## config.mk

```make
export PLATFORM = sky130hd
export DESIGN_NAME = button_event_arbiter_flat
export DESIGN_NICKNAME = d
export VERILOG_FILES = /design/src/rtl/button_event_arbiter_if.sv /design/src/rtl/button_event_arbiter.sv /design/src/flat_wrapper.sv
export SDC_FILE = /design/constraint.sdc
export NUM_CORES = 1
export LEC_CHECK = 0
export ABC_AREA = 1
export CAP_MARGIN = 0
export CORE_ASPECT_RATIO = 0.9
export CORE_MARGIN = 3
export CORE_UTILIZATION = 57
export DETAILED_ROUTE_END_ITERATION = 8
export PLACE_DENSITY = 0.81
export SYNTH_ARGS = -nofsm -noshare
export SYNTH_HDL_FRONTEND = slang
export SYNTH_SLANG_ARGS = --single-unit
```

## constraint.sdc

```tcl
create_clock -name clk -period 1.8 [get_ports clk]
set_input_delay 0.18 -clock clk [delete_from_list [all_inputs] [get_ports clk]]
set_output_delay 0.18 -clock clk [all_outputs]
set_load 0.005 [all_outputs]
```

## src/rtl/button_event_arbiter_if.sv

```systemverilog
// Event stream from the button arbiter to the game FSM: valid/ready handshake
// plus per-button pending status.
interface button_event_arbiter_if #(
  parameter int unsigned N   = 4,
  parameter int unsigned IDW = 2
);
  logic           evt_valid;
  logic           evt_ready;
  logic [IDW-1:0] evt_id;
  logic           evt_repeat;
  logic [N-1:0]   pending;

  modport master (output evt_valid, evt_id, evt_repeat, pending, input evt_ready);
  modport slave  (input evt_valid, evt_id, evt_repeat, pending, output evt_ready);
endinterface

```

## src/rtl/button_event_arbiter.sv

```systemverilog
// Turns debounced button levels into press / auto-repeat events, shared
// round-robin on a single valid/ready output slot.
module button_event_arbiter #(
  parameter int unsigned N             = 4,
  parameter int unsigned IDW           = 2,
  parameter int unsigned CNT_W         = 25,
  parameter int unsigned REPEAT_DELAY  = 25000000,
  parameter int unsigned REPEAT_PERIOD = 5000000
) (
  input  logic                   clk,
  input  logic                   rst_n,
  input  logic [N-1:0]           btn_level,
  button_event_arbiter_if.master evt
);
  localparam logic [CNT_W-1:0] DELAY    = CNT_W'(REPEAT_DELAY);
  localparam logic [CNT_W-1:0] RELOAD   = CNT_W'(REPEAT_DELAY - REPEAT_PERIOD + 1);
  localparam logic [CNT_W-1:0] ONE      = CNT_W'(1);
  localparam logic [IDW-1:0]   LAST_RST = IDW'(N - 1);

  logic [N-1:0]     prev_q, prev_d;
  logic [N-1:0]     pend_q, pend_d;
  logic [N-1:0]     rep_q, rep_d;
  logic [CNT_W-1:0] cnt_q [N];
  logic [CNT_W-1:0] cnt_d [N];
  logic             valid_q, valid_d;
  logic             repeat_q, repeat_d;
  logic [IDW-1:0]   id_q, id_d;
  logic [IDW-1:0]   last_q, last_d;

  logic [N-1:0]     rise, fire, grant;
  logic             slot_free, found_hi, found_lo;
  int unsigned      pick_hi, pick_lo, pick;

  always_comb begin
    prev_d = btn_level;
    rise   = btn_level & ~prev_q;
    fire   = '0;
    for (int unsigned i = 0; i < N; i++) begin
      cnt_d[i] = cnt_q[i];
      if (!btn_level[i])
        cnt_d[i] = '0;
      else if (rise[i])
        cnt_d[i] = ONE;
      else if (REPEAT_DELAY != 0 && cnt_q[i] == DELAY) begin
        fire[i]  = 1'b1;
        cnt_d[i] = RELOAD;
      end else if (cnt_q[i] != '1)
        cnt_d[i] = cnt_q[i] + ONE;
    end
  end

  // Rotating scan from last_q+1 done as two fixed scans: first pending index
  // above last_q, else the lowest pending index overall.
  always_comb begin
    slot_free = !valid_q || evt.evt_ready;
    found_hi  = 1'b0;
    found_lo  = 1'b0;
    pick_hi   = 0;
    pick_lo   = 0;
    for (int unsigned i = 0; i < N; i++) begin
      if (!found_hi && pend_q[i] && i > int'(last_q)) begin
        found_hi = 1'b1;
        pick_hi  = i;
      end
      if (!found_lo && pend_q[i]) begin
        found_lo = 1'b1;
        pick_lo  = i;
      end
    end
    pick = found_hi ? pick_hi : pick_lo;

    grant    = '0;
    valid_d  = valid_q;
    id_d     = id_q;
    repeat_d = repeat_q;
    last_d   = last_q;
    if (slot_free) begin
      valid_d = found_lo;
      for (int unsigned i = 0; i < N; i++) begin
        if (found_lo && i == pick) begin
          grant[i] = 1'b1;
          id_d     = IDW'(i);
          last_d   = IDW'(i);
          repeat_d = rep_q[i];
        end
      end
    end

    // A new request in the grant cycle survives the clear.
    pend_d = (pend_q & ~grant) | rise | fire;
    rep_d  = (rep_q & ~rise) | fire;
  end

  always_ff @(posedge clk or negedge rst_n) begin
    if (!rst_n) begin
      prev_q   <= '0;
      pend_q   <= '0;
      rep_q    <= '0;
      valid_q  <= 1'b0;
      repeat_q <= 1'b0;
      id_q     <= '0;
      last_q   <= LAST_RST;
      for (int unsigned i = 0; i < N; i++) cnt_q[i] <= '0;
    end else begin
      prev_q   <= prev_d;
      pend_q   <= pend_d;
      rep_q    <= rep_d;
      valid_q  <= valid_d;
      repeat_q <= repeat_d;
      id_q     <= id_d;
      last_q   <= last_d;
      for (int unsigned i = 0; i < N; i++) cnt_q[i] <= cnt_d[i];
    end
  end

  assign evt.evt_valid  = valid_q;
  assign evt.evt_id     = id_q;
  assign evt.evt_repeat = repeat_q;
  assign evt.pending    = pend_q;
endmodule

```

## src/flat_wrapper.sv

```systemverilog
// flat-port wrapper written by rule: the top's interface ports become plain ports
module button_event_arbiter_flat 
#(
  parameter int unsigned N             = 4,
  parameter int unsigned IDW           = 2,
  parameter int unsigned CNT_W         = 25,
  parameter int unsigned REPEAT_DELAY  = 25000000,
  parameter int unsigned REPEAT_PERIOD = 5000000
)
  (clk, rst_n, btn_level, evt_evt_valid, evt_evt_id, evt_evt_repeat, evt_pending, evt_evt_ready);
  button_event_arbiter_if #(.N(N), .IDW(IDW)) evt_i ();
  input  logic clk;
  input  logic rst_n;
  input  logic [N-1:0] btn_level;
  output wire logic [$bits(evt_i.evt_valid)-1:0] evt_evt_valid;
  output wire logic [$bits(evt_i.evt_id)-1:0] evt_evt_id;
  output wire logic [$bits(evt_i.evt_repeat)-1:0] evt_evt_repeat;
  output wire logic [$bits(evt_i.pending)-1:0] evt_pending;
  input wire logic [$bits(evt_i.evt_ready)-1:0] evt_evt_ready;
  assign evt_evt_valid = evt_i.evt_valid;
  assign evt_evt_id = evt_i.evt_id;
  assign evt_evt_repeat = evt_i.evt_repeat;
  assign evt_pending = evt_i.pending;
  assign evt_i.evt_ready = evt_evt_ready;
  button_event_arbiter #(.N(N), .IDW(IDW), .CNT_W(CNT_W), .REPEAT_DELAY(REPEAT_DELAY), .REPEAT_PERIOD(REPEAT_PERIOD)) u_core (.clk(clk), .rst_n(rst_n), .btn_level(btn_level), .evt(evt_i));
endmodule
```

Yosys cells after proc, flatten, opt, wreduce, memory -nomap -nowiden
Cells that the tools add are included.
{ "totals": {"regBits": 118, "in_bits": 7, "output_inout_bits": 8, "elab_cells": 119} }
{ "classes": {"add_sub_neg": 4, "magnitude_cmp": 3, "n_eq_ne": 15, "muxes": 55, "bitwise": 9, "n_reduce_logical": 22} }
{ "ops": {"columns": ["cell", "n"], "rows": [
  ["$mux 25", 16],
  ["$add 25x1->25 const B", 4],
  ["$eq 25x25->1 const B", 4],
  ["$ne 25x25->1 const B", 4],
  ["$eq 2x32->1 const A", 2],
  ["$eq 1x32->1 const A", 1],
  ["$logic_not 32->1", 1],
  ["$mux 1", 29],
  ["$mux 2", 9],
  ["$ne 4x1->1 const B", 4],
  ["$and 4x4->4", 3],
  ["$logic_and 1x1->1", 12],
  ["$not 4->4", 3],
  ["$or 4x4->4", 3],
  ["$logic_not 1->1", 6],
  ["$gt 2x2->1 const A", 2],
  ["$mux 4", 1],
  ["$reduce_bool 4->1", 1],
  ["$gt 1x2->1 const A", 1],
  ["$reduce_and 2->1", 1],
  ["$logic_or 1x1->1", 1]
]} }

Longest topological paths before layout
{ "logic_depth": {"depth_word": 20, "ltp_mapped": 11} }

Least setup slack after synthesis
OpenSTA, ideal clock, no wires.
{ "synth_timing": {"kind": "register to register", "start": "register u_core.cnt_q[0] in the netlist's numbering", "end": "register u_core.cnt_q[11] in the netlist's numbering", "arrival_time_ns": 1.654, "required_ns": 1.717, "setup_slack_ns": 0.063, "stages_incl_launch_ff": 12, "n_path_buf": 2, "path_cell_list": "dfrtp_1 > ha_1 > buf_2 > nand3_2 > inv_1 > nand2_1 > nor2_1 > nand2_1 > nor2_4 > nand2_2 > buf_6 > o21ai_0"} }
{ "synth_via": {"elab_chain_len": 5, "word_cells_on_any_way": 8} }
{ "synth_rtl": {"columns": ["item", "line_no", "source"], "rows": [
  ["start: declaration", "button_event_arbiter.sv:23", "logic [CNT_W-1:0] cnt_q [N];"],
  ["$add 25x1->25", "button_event_arbiter.sv:48", "cnt_d[i] = cnt_q[i] + ONE;"],
  ["$mux 25", "button_event_arbiter.sv:47", "end else if (cnt_q[i] != '1)"],
  ["$mux 25", "button_event_arbiter.sv:44", "else if (REPEAT_DELAY != 0 && cnt_q[i] == DELAY) begin"],
  ["$mux 25", "button_event_arbiter.sv:42", "else if (rise[i])"],
  ["$mux 25", "button_event_arbiter.sv:40", "if (!btn_level[i])"]
]} }
Parallel ways exist; a longest one is shown, timed or not. The select of a mux whose other input is x is not followed.
A chain may end at the register's enable or synchronous reset.

Worst setup path after layout
{ "layout_timing": {"start": "register u_core.cnt_q[25] in the netlist's numbering", "end": "register u_core.cnt_q[26] in the netlist's numbering"} }
Same word-level chain as after synthesis.

==> reports/qor.txt <==
Total wire length -> 22,600 µm
EDFF count, synth -> 0
Final setup fails -> 0
Die Area -> 0.0155 mm²
Area Overhead vs Synth -> 21.5%
Placer Congestion -> 1.01
Input/output buffers -> 14
Root Buffer -> clkbuf_16
Setup_tns -> 0 ps
PwrDens -> 765 mW/mm²
Ant diodes -> 0
Clk sinks -> 118
Finished Cell Area -> 0.00971 mm²
Multi-input combinational cell area -> 0.00450 mm²
Total gr overflow -> 0
Peak Freq -> 581 MHz
Pin count of the biggest net entering global routing -> 119
Mapped Cells -> 1,209
Pins Over Slew Limit -> 0
Syn Nets -> 1,224
CP Launch Point -> u_core.cnt_q[25]
Crit path kind -> reg -> reg
WHS -> 374 ps
Starting Density -> 0.592
DP HPWL -> 16,500 µm
CP endpoint kind -> flip-flop
Die W -> 131 µm
# DRC -> 0
Least-Margin Pin Slew -> 652 ps
Nature of the critical path startpoint -> flip-flop
Die height -> 118 µm
Clock buffer depth -> 2
Post-layout minimum cycle time -> 1720 ps
1st-iter DRT viols -> 819
CP arrival -> 2050 ps
Clock Pin Slew Worst Setup and Hold Paths -> 60 ps
Register area share after synthesis -> 0.370
Biggest area consumer among synthesized cells -> dfrtp_1
Antenna-violating nets left -> 0
Drt pass-1 iters -> 8
#FFs+latches synth -> 118
Mean Syn Cell Area -> 6.61 µm²
Worst-skew pair later-pin latency -> 420 ps
Vias in the first global route -> 7,603
Fill count -> 1,119
Outcome -> complete, no violations
Peak supply drop -> 807 µV
Top cell type's share of synthesized area -> 0.363
TritonCTS buffer count -> 17
Max cap viols -> 0
Hold/Removal Path Class -> in -> async
WP data required -> 2130 ps
H-tree depth -> 4
Share of layout cells above drive strength 1 -> 0.168
Core box area -> 0.0135 mm²
WL/cell -> 15.2 µm
Initial antenna violation count -> 0
Cell Rows -> 40
Layout Nets -> 1,319
Clock skew -> 6.95 ps
Area occupied by registers -> 0.00296 mm²
IO Pins -> 15
Vias per inst -> 5.59
Final Hold Viols -> 0
GR Util All Layers -> 0.300
Top-count cell post-synth -> nand2_1
Syn Std Cell Area -> 0.00800 mm²
Max-slew headroom -> 0.565
CTS tree -> done
Global-route wire length before repair -> 37,200 µm
Vias -> 8,303
Top FF cell, synth -> dfrtp_1
Cell Area, Placed -> 0.00882 mm²
Ys async rst share -> 1.00
Yosys cell types -> 33
Synth cell count leaders -> nand2_1 (364), nor2_1 (186), nand3_1 (150), inv_1 (137), dfrtp_1 (116)
YS warnings -> 0
Period utilisation layout -> 0.957
Pleak -> 0.00461 µW
Crit-path max FO -> 11
Synth area leaders -> dfrtp_1 (36%), nand2_1 (17%), nand3_1 (9.4%)
R2r startpoint -> u_core.cnt_q[25]
Final Util -> 0.719
## power by group
part	leakage, µW	total, µW	internal (µW)	switching (µW)
clock	0.000293	3580	2310	1270
sequential	0.00159	2920	2790	128
combinational	0.00272	932	365	567
total	0.00461	7430	5470	1960
## placed cells by master, fill, tap and decap left out, types with 2 or more instances in the layout
cell,instances
nand2_1,363
inv_2,6
clkinvlp_4,3
or2_2,9
nor2_4,11
nand3_1,148
bufinv_16,4
a21oi_2,6
nor3_1,28
nand4_1,36
o21ai_0,37
clkbuf_1,2
nor2_2,13
clkbuf_16,18
nand3_4,2
xor2_1,22
nor2_1,175
nand3_2,5
xnor2_1,3
nand2_2,12
a21oi_1,12
ha_1,3
buf_12,5
buf_6,2
o21ai_2,14
dfrtp_2,5
a31oi_1,2
clkinv_2,4
inv_1,134
dfrtp_1,111
ha_2,4
dfstp_2,2
clkdlybuf4s50_1,13
nand2_4,3
nand3b_1,3
buf_4,82
nor3_2,5
## final cells by class
| type | instances | share of cell area |
|---|---|---|
| well taps | 168 | 0.0216 |
| repair buffers | 104 | 0.0930 |
| inverters | 140 | 0.0541 |
| flip-flops and latches | 118 | 0.305 |
| clock inverters | 13 | 0.0185 |
| clock buffers | 19 | 0.0446 |
| multi-input cells | 923 | 0.463 |
## cell families after synthesis
family                   after synthesis  synth area share
AO/OA/AOI/OAI                         74            0.0571
adder cells (fa/ha/maj)                8            0.0125
AND/OR/NAND/NOR                      816             0.447
XOR/XNOR                              25            0.0274
buffers and inverters                168            0.0862
flip-flops                           118             0.370
## worst paths after layout
check                      slack [ps]  cells after the start              endpoint
hold / removal                    370                      3      u_core.cnt_q[74]
max in group asynchronous         860                      3      u_core.cnt_q[16]
hold reg to reg                   480                      2       u_core.rep_q[0]
setup reg to reg                   80                      9      u_core.cnt_q[26]
min in group clk                  430                      4  u_core.evt.evt_valid
setup / recovery                   80                      9      u_core.cnt_q[26]
## layer usage
metal,global-route usage,share of wire,vias to the layer above
met5,0,0,-
met4,0.0887,0.024,0
met3,0.0587,0.069,54
met2,0.450,0.45,365
met1,0.439,0.46,3820
li1,-,-,4064
## registers in the layout (all words and copies together) (netlist names)
signal / flops
u_core.cnt_q: 100
u_core.evt.pending: 4
u_core.prev_q: 4
u_core.rep_q: 4
u_core.evt.evt_id: 2
u_core.last_q: 2
u_core.evt.evt_repeat: 1
u_core.evt.evt_valid: 1
## what timing repair did
item / CTS / global route
endpoints found under the setup margin: 4 / 87
hold buffers: 1 / 0
cloned: 0 / 1
pin swaps: 1 / 11
endpoints found under the hold margin: 116 / 0
buffers inserted: 2 / 9
resized for setup: 1 / 44
## worst max-delay path: stages, from the launching register on
cell	delay, ps
dfrtp_1	440
ha_4	190
nand3_4	100
nor2_4	130
nand3_4	100
nor2_4	100
nand2_2	70
nor2_4	190
nand2_8	120
o21ai_0	180
## through the flow
stage / cells / worst slack [ps] / power [µW]
after floorplan: 1209 / 63.3 / 3410
after global placement: 1440 / 46.1 / 3850
after detailed placement: 1440 / -21.5 / 3860
after CTS: 1475 / 5.44 / 7430
after global routing: 1485 / -13.1 / 7740
final: 1485 / 78.1 / 7430
No activity file was read; power rests on OpenSTA's default activity.
